## config.mk

```make
export PLATFORM = sky130hd
export DESIGN_NAME = tribus_arbiter
export DESIGN_NICKNAME = d
export VERILOG_FILES = /design/src/rtl/tribus_pkg.sv /design/src/rtl/tribus_arbiter_rr_pick.sv /design/src/rtl/tribus_arbiter.sv
export SDC_FILE = /design/constraint.sdc
export NUM_CORES = 1
export LEC_CHECK = 0
export BUFFER_PORTS_ARGS = -buffer_cell sky130_fd_sc_hd__buf_4
export CAP_MARGIN = 0
export CORE_MARGIN = 3
export CORE_UTILIZATION = 57
export CTS_CLUSTER_SIZE = 24
export DETAILED_ROUTE_END_ITERATION = 8
export PLACE_DENSITY = 0.92
export SETUP_SLACK_MARGIN = 0.2
export SYNTH_ARGS = -nofsm -noshare
export SYNTH_HDL_FRONTEND = slang
export SYNTH_SLANG_ARGS = --single-unit
export TNS_END_PERCENT = 50
```

## constraint.sdc

```tcl
create_clock -name clk -period 3 [get_ports clk]
set_input_delay 0.6 -clock clk [delete_from_list [all_inputs] [get_ports clk]]
set_output_delay 0.6 -clock clk [all_outputs]
set_load 0.005 [all_outputs]
```

## src/rtl/tribus_pkg.sv

```systemverilog
// Shared types and sizing helpers for the tri-state bus arbiter.
// Width helpers take the instance parameters so every user sizes its counters the same way.
package tribus_pkg;

    typedef enum logic [1:0] {
        ST_IDLE  = 2'd0,
        ST_GRANT = 2'd1,
        ST_TURN  = 2'd2
    } state_t;

    localparam int unsigned N_DEF        = 4;
    localparam int unsigned HOLD_MAX_DEF = 8;
    localparam int unsigned TURN_CYC_DEF = 1;
    localparam int unsigned MAX_N        = 32;

    function automatic int unsigned gnt_w(input int unsigned n);
        return (n > 1) ? $clog2(n) : 1;
    endfunction

    // Holds values 0..hmax inclusive, so the cap value itself is representable.
    function automatic int unsigned hold_w(input int unsigned hmax);
        return $clog2(hmax + 1);
    endfunction

    function automatic int unsigned turn_w(input int unsigned tc);
        return $clog2(tc + 1);
    endfunction

    function automatic logic [MAX_N-1:0] onehot_from_index(input int unsigned idx);
        return MAX_N'(1) << idx;
    endfunction

endpackage

```

## src/rtl/tribus_arbiter_rr_pick.sv

```systemverilog
// Combinational round-robin picker: first set request at ptr, ptr+1, ... wrapping to 0.
module rr_pick #(
    parameter int unsigned N   = 4,
    parameter int unsigned IDW = 2
) (
    input  logic [N-1:0]   req,
    input  logic [IDW-1:0] ptr,
    output logic           valid,
    output logic [IDW-1:0] idx
);

    logic [IDW-1:0] w_cand;

    always_comb begin
        valid  = 1'b0;
        idx    = '0;
        w_cand = '0;
        for (int unsigned k = 0; k < N; k++) begin
            w_cand = IDW'((32'(ptr) + k) % N);
            if (!valid && req[w_cand]) begin
                valid = 1'b1;
                idx   = w_cand;
            end
        end
    end

endmodule

```

## src/rtl/tribus_arbiter.sv

```systemverilog
// Round-robin drive-enable generator for a shared tri-state bus: one driver at a time,
// tenures capped at HOLD_MAX cycles, TURN_CYC dead cycles between consecutive tenures.
module tribus_arbiter
    import tribus_pkg::*;
#(
    parameter int unsigned N        = 4,
    parameter int unsigned HOLD_MAX = 8,
    parameter int unsigned TURN_CYC = 1
) (
    input  logic                  clk,
    input  logic                  rst_n,
    input  logic [N-1:0]          req,
    output logic [N-1:0]          dir,
    output logic [gnt_w(N)-1:0]   gnt_id,
    output logic                  busy,
    output logic                  preempt
);

    localparam int unsigned IDW = gnt_w(N);
    localparam int unsigned HW  = hold_w(HOLD_MAX);
    localparam int unsigned TW  = turn_w(TURN_CYC);

    state_t         r_state, w_state_nx;
    logic [N-1:0]   r_dir, w_dir_nx;
    logic [IDW-1:0] r_gnt_id, w_gnt_nx;
    logic           r_busy, w_busy_nx;
    logic           r_preempt, w_pre_nx;
    logic [HW-1:0]  r_hold, w_hold_nx;
    logic [TW-1:0]  r_turn, w_turn_nx;
    logic [IDW-1:0] r_ptr, w_ptr_nx;

    logic           w_arb;
    logic           w_pick_valid;
    logic [IDW-1:0] w_pick_idx;

    rr_pick #(
        .N   (N),
        .IDW (IDW)
    ) u_pick (
        .req   (req),
        .ptr   (r_ptr),
        .valid (w_pick_valid),
        .idx   (w_pick_idx)
    );

    always_ff @(posedge clk) begin
        if (!rst_n) begin
            r_state   <= ST_IDLE;
            r_dir     <= '0;
            r_gnt_id  <= '0;
            r_busy    <= 1'b0;
            r_preempt <= 1'b0;
            r_hold    <= '0;
            r_turn    <= '0;
            r_ptr     <= '0;
        end else begin
            r_state   <= w_state_nx;
            r_dir     <= w_dir_nx;
            r_gnt_id  <= w_gnt_nx;
            r_busy    <= w_busy_nx;
            r_preempt <= w_pre_nx;
            r_hold    <= w_hold_nx;
            r_turn    <= w_turn_nx;
            r_ptr     <= w_ptr_nx;
        end
    end

    always_comb begin
        w_state_nx = r_state;
        w_dir_nx   = r_dir;
        w_gnt_nx   = r_gnt_id;
        w_busy_nx  = r_busy;
        w_pre_nx   = 1'b0;
        w_hold_nx  = r_hold;
        w_turn_nx  = r_turn;
        w_ptr_nx   = r_ptr;
        w_arb      = 1'b0;

        case (r_state)
            ST_IDLE: begin
                w_arb = 1'b1;
            end
            ST_GRANT: begin
                // Release and cap share one exit; preempt marks only the cap case.
                if (!req[r_gnt_id] || (r_hold == HW'(HOLD_MAX))) begin
                    w_state_nx = ST_TURN;
                    w_dir_nx   = '0;
                    w_busy_nx  = 1'b0;
                    w_pre_nx   = req[r_gnt_id];
                    w_ptr_nx   = IDW'((32'(r_gnt_id) + 32'd1) % N);
                    w_turn_nx  = TW'(1);
                end else begin
                    w_hold_nx = r_hold + HW'(1);
                end
            end
            ST_TURN: begin
                if (r_turn == TW'(TURN_CYC)) begin
                    w_arb = 1'b1;
                end else begin
                    w_turn_nx = r_turn + TW'(1);
                end
            end
            default: begin
                w_state_nx = ST_IDLE;
                w_dir_nx   = '0;
                w_busy_nx  = 1'b0;
            end
        endcase

        if (w_arb) begin
            if (w_pick_valid) begin
                w_state_nx = ST_GRANT;
                w_dir_nx   = N'(onehot_from_index(32'(w_pick_idx)));
                w_gnt_nx   = w_pick_idx;
                w_busy_nx  = 1'b1;
                w_hold_nx  = HW'(1);
            end else begin
                w_state_nx = ST_IDLE;
            end
        end
    end

    assign dir     = r_dir;
    assign gnt_id  = r_gnt_id;
    assign busy    = r_busy;
    assign preempt = r_preempt;

endmodule
```

# --- Word level (Yosys, flattened, before mapping) ---
# Cells that the tools add are included.
# Widths: inputs -> output; s select.
op_classes:
  add_sub_neg: 6
  magnitude_cmp: 5
  eq_ne: 6
  shifts: 1
  n_mux: 39
  reduce_logical: 16
ops:
  columns: ["operator", "count"]
  rows:
  - ["$mux 4", 7]
  - ["$mux 1", 16]
  - ["$lt 2x3->1 const B", 5]
  - ["$mux 2", 6]
  - ["$bmux 1 s2", 5]
  - ["$pmux 4 s2", 1]
  - ["$reduce_and 2->1", 4]
  - ["$pmux 1 s2", 3]
  - ["$add 2x1->2 const B", 2]
  - ["$add 2x2->2 const B", 2]
  - ["$add 4x1->4 const B", 1]
  - ["$eq 4x4->1 const B", 1]
  - ["$logic_not 1->1", 4]
  - ["$pmux 2 s2", 1]
  - ["$shl 1x2->4 const A", 1]
  - ["$logic_and 1x1->1", 3]
  - ["$ne 3x3->1 const B", 1]
  - ["$reduce_and 3->1", 1]
  - ["$eq 2x1->1 const B", 1]
  - ["$eq 2x2->1 const B", 1]
  - ["$logic_not 2->1", 1]
  - ["$ne 2x1->1 const B", 1]
  - ["$ne 2x2->1 const B", 1]
  - ["$reduce_bool 2->1", 1]
  - ["other kinds (3)", 3]
totals:
  reg_bits: 17
  output_inout_bits: 8
  word_cells: 81

# --- Depth between registers and ports, before layout ---
# Gate-level depths: netlist of the first run.
depth:
  ltp_word: 15
  mapped_depth: 6
  depth_no_buf: 6

# --- Hierarchy ---
# From an unflattened synthesis of the first run, not the netlist that was laid out.
unflattened:
  hier_cells: 89
  hier_area_um2: 817.0
modules_own_cells:
  columns: ["mod", "instances", "cells_each", "area_per_inst_um2", "seq_area_each_um2"]
  rows:
  - ["tribus_arbiter", 1, 74, 739.5, 340.3]
  - ["rr_pick", 1, 15, 77.6, 0.0]

# --- Worst setup path before layout of the first run ---
# OpenSTA, ideal clock, no wires.
synth_timing:
  path_type: "input to register"
  startpoint: "input port req[3]"
  endpoint: "register r_dir[0] (netlist: dir[0])"
  setup_time_ns: 0.117
  t_arrival_ns: 1.542
  t_required_ns: 2.883
  path_slack_ns: 1.340
  cell_stages: 4
  path_buffers: 0
  path_cell_list: "mux4_2 > nand2_1 > o32ai_2 > a32o_1"
synth_via:
  elab_chain_len: 15
synth_lines:
  columns: ["element", "line_no", "source"]
  rows:
  - ["from (decl)", "tribus_arbiter.sv:12", "input logic [N-1:0] req,"]
  - ["$bmux 1 s2", "tribus_arbiter_rr_pick.sv:20", "if (!valid && req[w_cand]) begin"]
  - ["$mux 1 (not written as such)", "tribus_arbiter_rr_pick.sv:20", null]
  - ["$mux 1", "tribus_arbiter_rr_pick.sv:20", null]
  - ["$logic_not 1->1", "tribus_arbiter_rr_pick.sv:20", null]
  - ["$logic_and 1x1->1", "tribus_arbiter_rr_pick.sv:20", null]
  - ["$mux 1", "tribus_arbiter_rr_pick.sv:20", null]
  - ["$logic_not 1->1", "tribus_arbiter_rr_pick.sv:20", null]
  - ["$logic_and 1x1->1", "tribus_arbiter_rr_pick.sv:20", null]
  - ["$mux 1", "tribus_arbiter_rr_pick.sv:20", null]
  - ["$logic_not 1->1", "tribus_arbiter_rr_pick.sv:20", null]
  - ["$logic_and 1x1->1", "tribus_arbiter_rr_pick.sv:20", null]
  - ["$mux 2", "tribus_arbiter_rr_pick.sv:20", null]
  - ["$shl 1x2->4", "tribus_pkg.sv:30", "return MAX_N'(1) << idx;"]
  - ["$mux 4", "tribus_arbiter.sv:111", "if (w_pick_valid) begin"]
  - ["$mux 4 (*)", "tribus_arbiter.sv:110", "if (w_arb) begin"]
  - ["to (signal assigned)", "tribus_arbiter.sv:58", "r_dir <= w_dir_nx;"]
  - ["to (decl)", "tribus_arbiter.sv:24", "logic [N-1:0] r_dir, w_dir_nx;"]
# Mark *: on every way between the ends. The rest lies on a longest branch, timed or not. The select of a mux whose other input is x is not followed.
# A chain may end at the register's enable or synchronous reset.

# --- Worst setup path in the final report of the first run ---
layout_timing:
  startpoint: "register r_gnt_id[1] (netlist: gnt_id[1])"
  endpoint: "register r_dir[1] (netlist: dir[1])"
layout_via:
  elab_chain_len: 8
layout_lines:
  columns: ["element", "line_no", "source"]
  rows:
  - ["from (decl)", "tribus_arbiter.sv:25", "logic [IDW-1:0] r_gnt_id, w_gnt_nx;"]
  - ["from (signal assigned)", "tribus_arbiter.sv:59", "r_gnt_id <= w_gnt_nx;"]
  - ["$bmux 1 s2 (*)", "tribus_arbiter.sv:85", "if (!req[r_gnt_id] || (r_hold == HW'(HOLD_MAX))) begin"]
  - ["$mux 1 (not written as such) (*)", "tribus_arbiter.sv:85", null]
  - ["$logic_not 1->1 (*)", "tribus_arbiter.sv:85", null]
  - ["$logic_or 1x1->1 (*)", "tribus_arbiter.sv:85", null]
  - ["$mux 4 (*)", "tribus_arbiter.sv:85", null]
  - ["$pmux 4 s2 (*)", "tribus_arbiter.sv:79", "case (r_state)"]
  - ["$mux 4", "tribus_arbiter.sv:111", null]
  - ["$mux 4 (*)", "tribus_arbiter.sv:110", null]
# Marks and branches as above.

==> results of run 1 <==
[worst min path at each step]
stage | start | end | slack, ns | cells after the start
floorplan | dir[0] | dir[0] | 0.47 | 1
global placement | dir[2] | dir[2] | 0.45 | 1
detailed placement | dir[3] | dir[3] | 0.46 | 1
CTS | dir[0] | dir[0] | 0.49 | 1
global route | dir[2] | dir[2] | 0.51 | 1
finish | dir[0] | dir[0] | 0.48 | 1
[cells by family (layout without fill, tap and decap cells)]
logic type	count (synthesis)	after routing	synth area share, %
adders and majority gates	2	2	2.94
and+or+nand+nor	41	41	26.2
xor gates and xnor gates	3	3	3.09
DFF	17	17	40.0
muxes	2	2	3.82
AOI/OAI and AO/OA	23	23	21.8
buffers and inverters	5	22	2.20
[synthesized netlist by cell type, drive strengths merged, types with 2 or more instances]
master	number	area share [%]
a211oi	2	2.4
a21oi	5	4.3
a32o	4	4.7
and3	3	2.8
dfxtp	17	40
ha	2	2.9
inv	4	1.8
nand2	6	2.6
nand3	3	1.8
nand3b	2	1.8
nor2	12	5.3
nor2b	5	3.7
nor3	4	2.4
o211ai	2	1.8
o21ai	4	2.4
o21bai	2	1.8
xnor2	2	2.1
[through the flow]
step	instance area [sq um]	setup slack (ns)	utilization (%)	hold WS, ns	instances
5_1_grt	993	1.26	73.6	0.513	125
3_3_place_gp	967	1.14	71.6	0.454	121
4_1_cts	993	1.36	73.6	0.488	125
2_1_floorplan	851	1.34	-	0.466	93
6_report	993	1.37	73.6	0.482	125
3_5_place_dp	967	1.11	71.6	0.458	121
[report_power, final]
part / switching [mW] / total (mW) / internal, mW
combinational: 0.0815 / 0.155 / 0.0734
sequential: 0.0252 / 0.276 / 0.251
clock: 0.0691 / 0.121 / 0.0518
[layout make-up]
cell class	count	area [sq um]
multi-input cells	71	492
fillers	94	357
flip-flops and latches	17	340
repair buffers	13	97.6
clock buffers	4	26.3
inverters	5	18.8
well taps	15	18.8
[layer usage]
metal	vias up	share of wire, %	GRT usage [%]
met3	11	5.1	4.88
met4	0	2.6	10.8
met1	347	43	24.3
met5	-	0	0
met2	32	49	33.8
li1	373	-	-
[state kept, by name (all words and copies together) (netlist names)]
| name | count |
|---|---|
| r_hold | 4 |
| busy | 1 |
| r_ptr | 2 |
| r_turn | 1 |
| dir | 4 |
| preempt | 1 |
| r_state | 2 |
| gnt_id | 2 |
[worst max-delay path, delay by kind of cell, from the launching register on]
family | cells | cell delay (ns)
mux | 1 | 0.62
simple gates | 1 | 0.15
compound gates | 2 | 0.34
flops | 1 | 0.42
[placed cells by master, fill, tap and decap left out, types with 2 or more instances in the layout]
cell type	netlist	final
dfxtp_1	17	17
buf_4	0	13
nor2_1	12	12
nand2_1	6	6
nor2b_1	5	5
inv_1	4	4
o21ai_0	4	4
a32o_1	4	4
a21oi_1	4	4
nor3_1	4	4
nand3_1	3	3
clkbuf_4	0	3
o21bai_1	2	2
nand3b_1	2	2
o211ai_1	2	2
and3_1	2	2
xnor2_1	2	2
ha_1	2	2
==> results.toml, run 1 <==
[synthesis]
syn-num-nets = 101
synth_ff_type = "dfxtp_1"
async_reset_ff_share_pct = 0
ys_ff_latch = 17
synth_edf_count = 0
ys_types = 34
ys_warn_count = 0
synth_cells = 93
syn_area_per_cell_sq_um = 9.15
yosysSeqAreaShare_pct = 40.0
netlist_area_sq_um = 851

[power_and_ir_drop]
power_mw = 0.552
peakVddDrop_mv = 0.376
p_leak_nw = 0.387
powerDensity_mw_per_mm2 = 556

[grt]
grt.total_usage_pct = 20.5
antenna_found_initial = 0
grt_max_degree = 10
grt_pass1_vias = 706
grt_pass1_wl_microns = 2960
gr-total-overflow = 0

[die]
die_h_microns = 44.6
die-area_sq_mm = 0.00199
core_area_sq_mm = 0.00135
num_rows = 13
die_w_microns = 44.6
io_pins = 14
initial_core_util_pct = 63.0

[run]
cap_violations = 0

[sta]
max_freq_mhz = 612
final-setup-viol-count = 0
period_minus_slack_ns = 1.63
skew_ns = 0.00147
rsz0062_at_grt = "no"
tightest_slew_ns = 0.605
post-route-period-util_pct = 54.4
fin_setup_tns_ns = 0
drv_slew = 0
slew-limit-headroom_pct = 59.4
finalHoldViolCount = 0

[worst_setup_path]
worstPathCellList = "mux4_2 > nand2_1 > o32ai_2 > a32o_1"
slowest_delay_ns = 0.62
cp_max_fo = 6
setup.worst_path.end = "dir[1]"
r2r-end = "dir[1]"
criticalPathCategory = "reg2reg"
critPathLaunchType = "flop"
cp.arrival_ns = 1.82
rrSetupSlack_ns = 1.37
crit_path_top_delay_cell = "mux4_2"
ff2ff_path_depth = 4
regToRegStartpoint = "gnt_id[1]"
crit_required_ns = 3.19
critPathCaptureType = "flop"
crit_start = "gnt_id[1]"

[route]
detail-route-antenna-nets = 0
wl_per_cell_microns = 14.3
drt_pre_antenna_iters = 4
vias = 763
wl_microns = 1790
vias_per_cell = 6.10
drt_iter0_drc = 33
drc = 0

[status]
outcome = "complete, no violations"

[clock_network]
cts_hold_buf = 0
cts-root-buf = "clkbuf_4"
clk_pin_slew_worst_paths_ns = 0.09
clock_latency_ns = 0.29
clock_path_buffers = 2
ctsResizeCount = 0
cts.sinks = 17
cts_setup_buffers = 0
cts_buffers = 3
cts.htree.levels = 1
cts_tree = "done"

[placed_design]
place_hpwl_microns = 1330
place_congestion = 0.811
io_buffers = 13

[layout]
syn_to_final_growth_pct = 16.8
drive_above_1_share_pct = 21.8
fin_nets = 119
antenna_cells = 0

[worst_hold_path]
hp-class = "reg2reg"
(Power assumes the default switching activity.)
==> run 2, diff against run 1 <==
CORE_UTILIZATION = 48   (was 57)
PLACE_DENSITY = 0.83   (was 0.92)
clock period = 1.35 ns   (was 3 ns; I/O delays follow)
==> run 2 against run 1 <==
The run now ends with negative setup slack left. Register-to-register slack worse by 1.5 ns. Fmax rose by 9.6%. First-iteration DRC count fell by 39%. Power rose to 2.5 times the previous value. Critical path depth did not move. Clock power grew 130%. Count of clock-buffer cells in the layout decreased by 1. Worst hold slack worse by 0.22 ns. Core utilization increased by 2.5 points. Design area is 22% higher. Flip-flop and latch count is the same. Largest power group unchanged. Highest routed layer unchanged.
==> results.toml, run 2 (synthesis results as in run 1) <==
[status]
outcome = "finished, violations left"
violations = "negative setup slack"

[worst_hold_path]
min_delay_path_depth = 3
hp-class = "in2reg"
hold_path_startpoint = "rst_n"

[route]
wl_per_cell_microns = 16.4
wl_microns = 2470
detail-route-antenna-nets = 0
drt_iter0_drc = 20
met1_length_microns = 1010
vias_per_cell = 5.73
dr_wl_met3_microns = 108
drt_pre_antenna_iters = 4
vias = 860
wl_met2_microns = 1220
drc = 0
highest_layer = "met4"

[placed_design]
dp.cells = 144
dp_slack_ns = -0.189
io_buffers = 13
place_hpwl_microns = 1690
place_congestion = 0.839
place_area_sq_mm = 0.00109

[layout]
fin_cells = 150
fin_nets = 135
final_core_util_pct = 76.1
fin_area_sq_mm = 0.00121
drive_above_1_share_pct = 46.0
ff_latch_area_sq_um = 348
final_cell_mix = "26 x buf_4, 11 x nor2_1, 11 x dfxtp_1"
filler_cell_count = 111
antenna_cells = 0
syn_to_final_growth_pct = 42.5
multi_input_area_sq_um = 559
layout_commonest_cell = "buf_4"

[sta]
rsz0062_at_grt = "yes"
period_minus_slack_ns = 1.49
tightest_slew_ns = 0.426
skew_ns = 0.00710
fin_setup_tns_ns = -1.36
final-setup-viol-count = 14
drv_slew = 0
post-route-period-util_pct = 110
worst_slack_ns = -0.141
slew-limit-headroom_pct = 71.5
finalHoldViolCount = 0
whs_ns = 0.261
max_freq_mhz = 671

[die]
die_w_microns = 48.1
initial_core_util_pct = 53.4
die_h_microns = 48.1
io_pins = 14
die-area_sq_mm = 0.00231
num_rows = 14
core_area_sq_mm = 0.00159

[worst_setup_path]
regToRegStartpoint = "gnt_id[1]"
critPathLaunchType = "flop"
crit_start = "gnt_id[1]"
criticalPathCategory = "reg2reg"
ff2ff_path_depth = 4
cp.arrival_ns = 1.69
crit_required_ns = 1.55
critPathCaptureType = "flop"
cp_max_fo = 6

[grt]
grt_pass1_vias = 779
antenna_found_initial = 0
gr-total-overflow = 0
grt.total_usage_pct = 22.3
grt_max_degree = 11
grt_pass1_wl_microns = 3440

[clock_network]
cts_tree = "done"
cts_buffers = 3
clock_path_buffers = 2
clock_latency_ns = 0.30
cts.sinks = 17
clk_pin_slew_worst_paths_ns = 0.10
cts-root-buf = "clkbuf_4"
cts.htree.levels = 1

[power_and_ir_drop]
powerDensity_mw_per_mm2 = 1150
power_mw = 1.40
peakVddDrop_mv = 0.912
p_leak_nw = 0.486

[run]
cap_violations = 0
-- run 2: changes by cell type in the layout (fill, tap and decap cells not counted), sizes merged --
cell,change
buf,+16
clkbuf,-1
clkinv,+1
-- run 2: worst paths after layout --
check,endpoint,slack [ns]
max,dir[2],-0.14
min,busy,0.26
max reg2reg,dir[2],-0.14
min reg2reg,dir[3],0.48
-- run 2: cell type report --
| class | instances | share of cell area, % |
|---|---|---|
| tap | 24 | 2.48 |
| clock buffer | 3 | 1.86 |
| timing repair buffer | 29 | 18.9 |
| multi-input combinational | 71 | 46.1 |
| sequential | 17 | 28.7 |
| clock inverter | 1 | 0.413 |
| inverter | 5 | 1.55 |
-- run 2: timing repair --
item / 4_1_cts / 5_1_grt
gates resized for setup: 4 / 18
buffers inserted: 1 / 1
hold buffers: 0 / 0
pin swaps: 2 / 2
endpoints found under the setup margin: 19 / 19
-- run 2: per-layer routing --
metal,GRT usage [%],up-vias
met3,8.86,15
li1,-,405
met4,11.3,0
met1,24.8,411
met5,0,-
met2,36.7,29
-- run 2: where the power goes --
part | leakage (nW) | switching [mW] | total [mW] | internal, mW
Combinational | 0.327 | 0.247 | 0.499 | 0.252
Sequential | 0.141 | 0.0598 | 0.624 | 0.564
Clock | 0.0177 | 0.166 | 0.277 | 0.111
-- run 2: critical path, cell delays in order (launching register included) --
cell and delay, ns:
dfxtp_2 0.35, mux4_2 0.59, nand2_2 0.12, o32ai_2 0.10, a32o_1 0.23
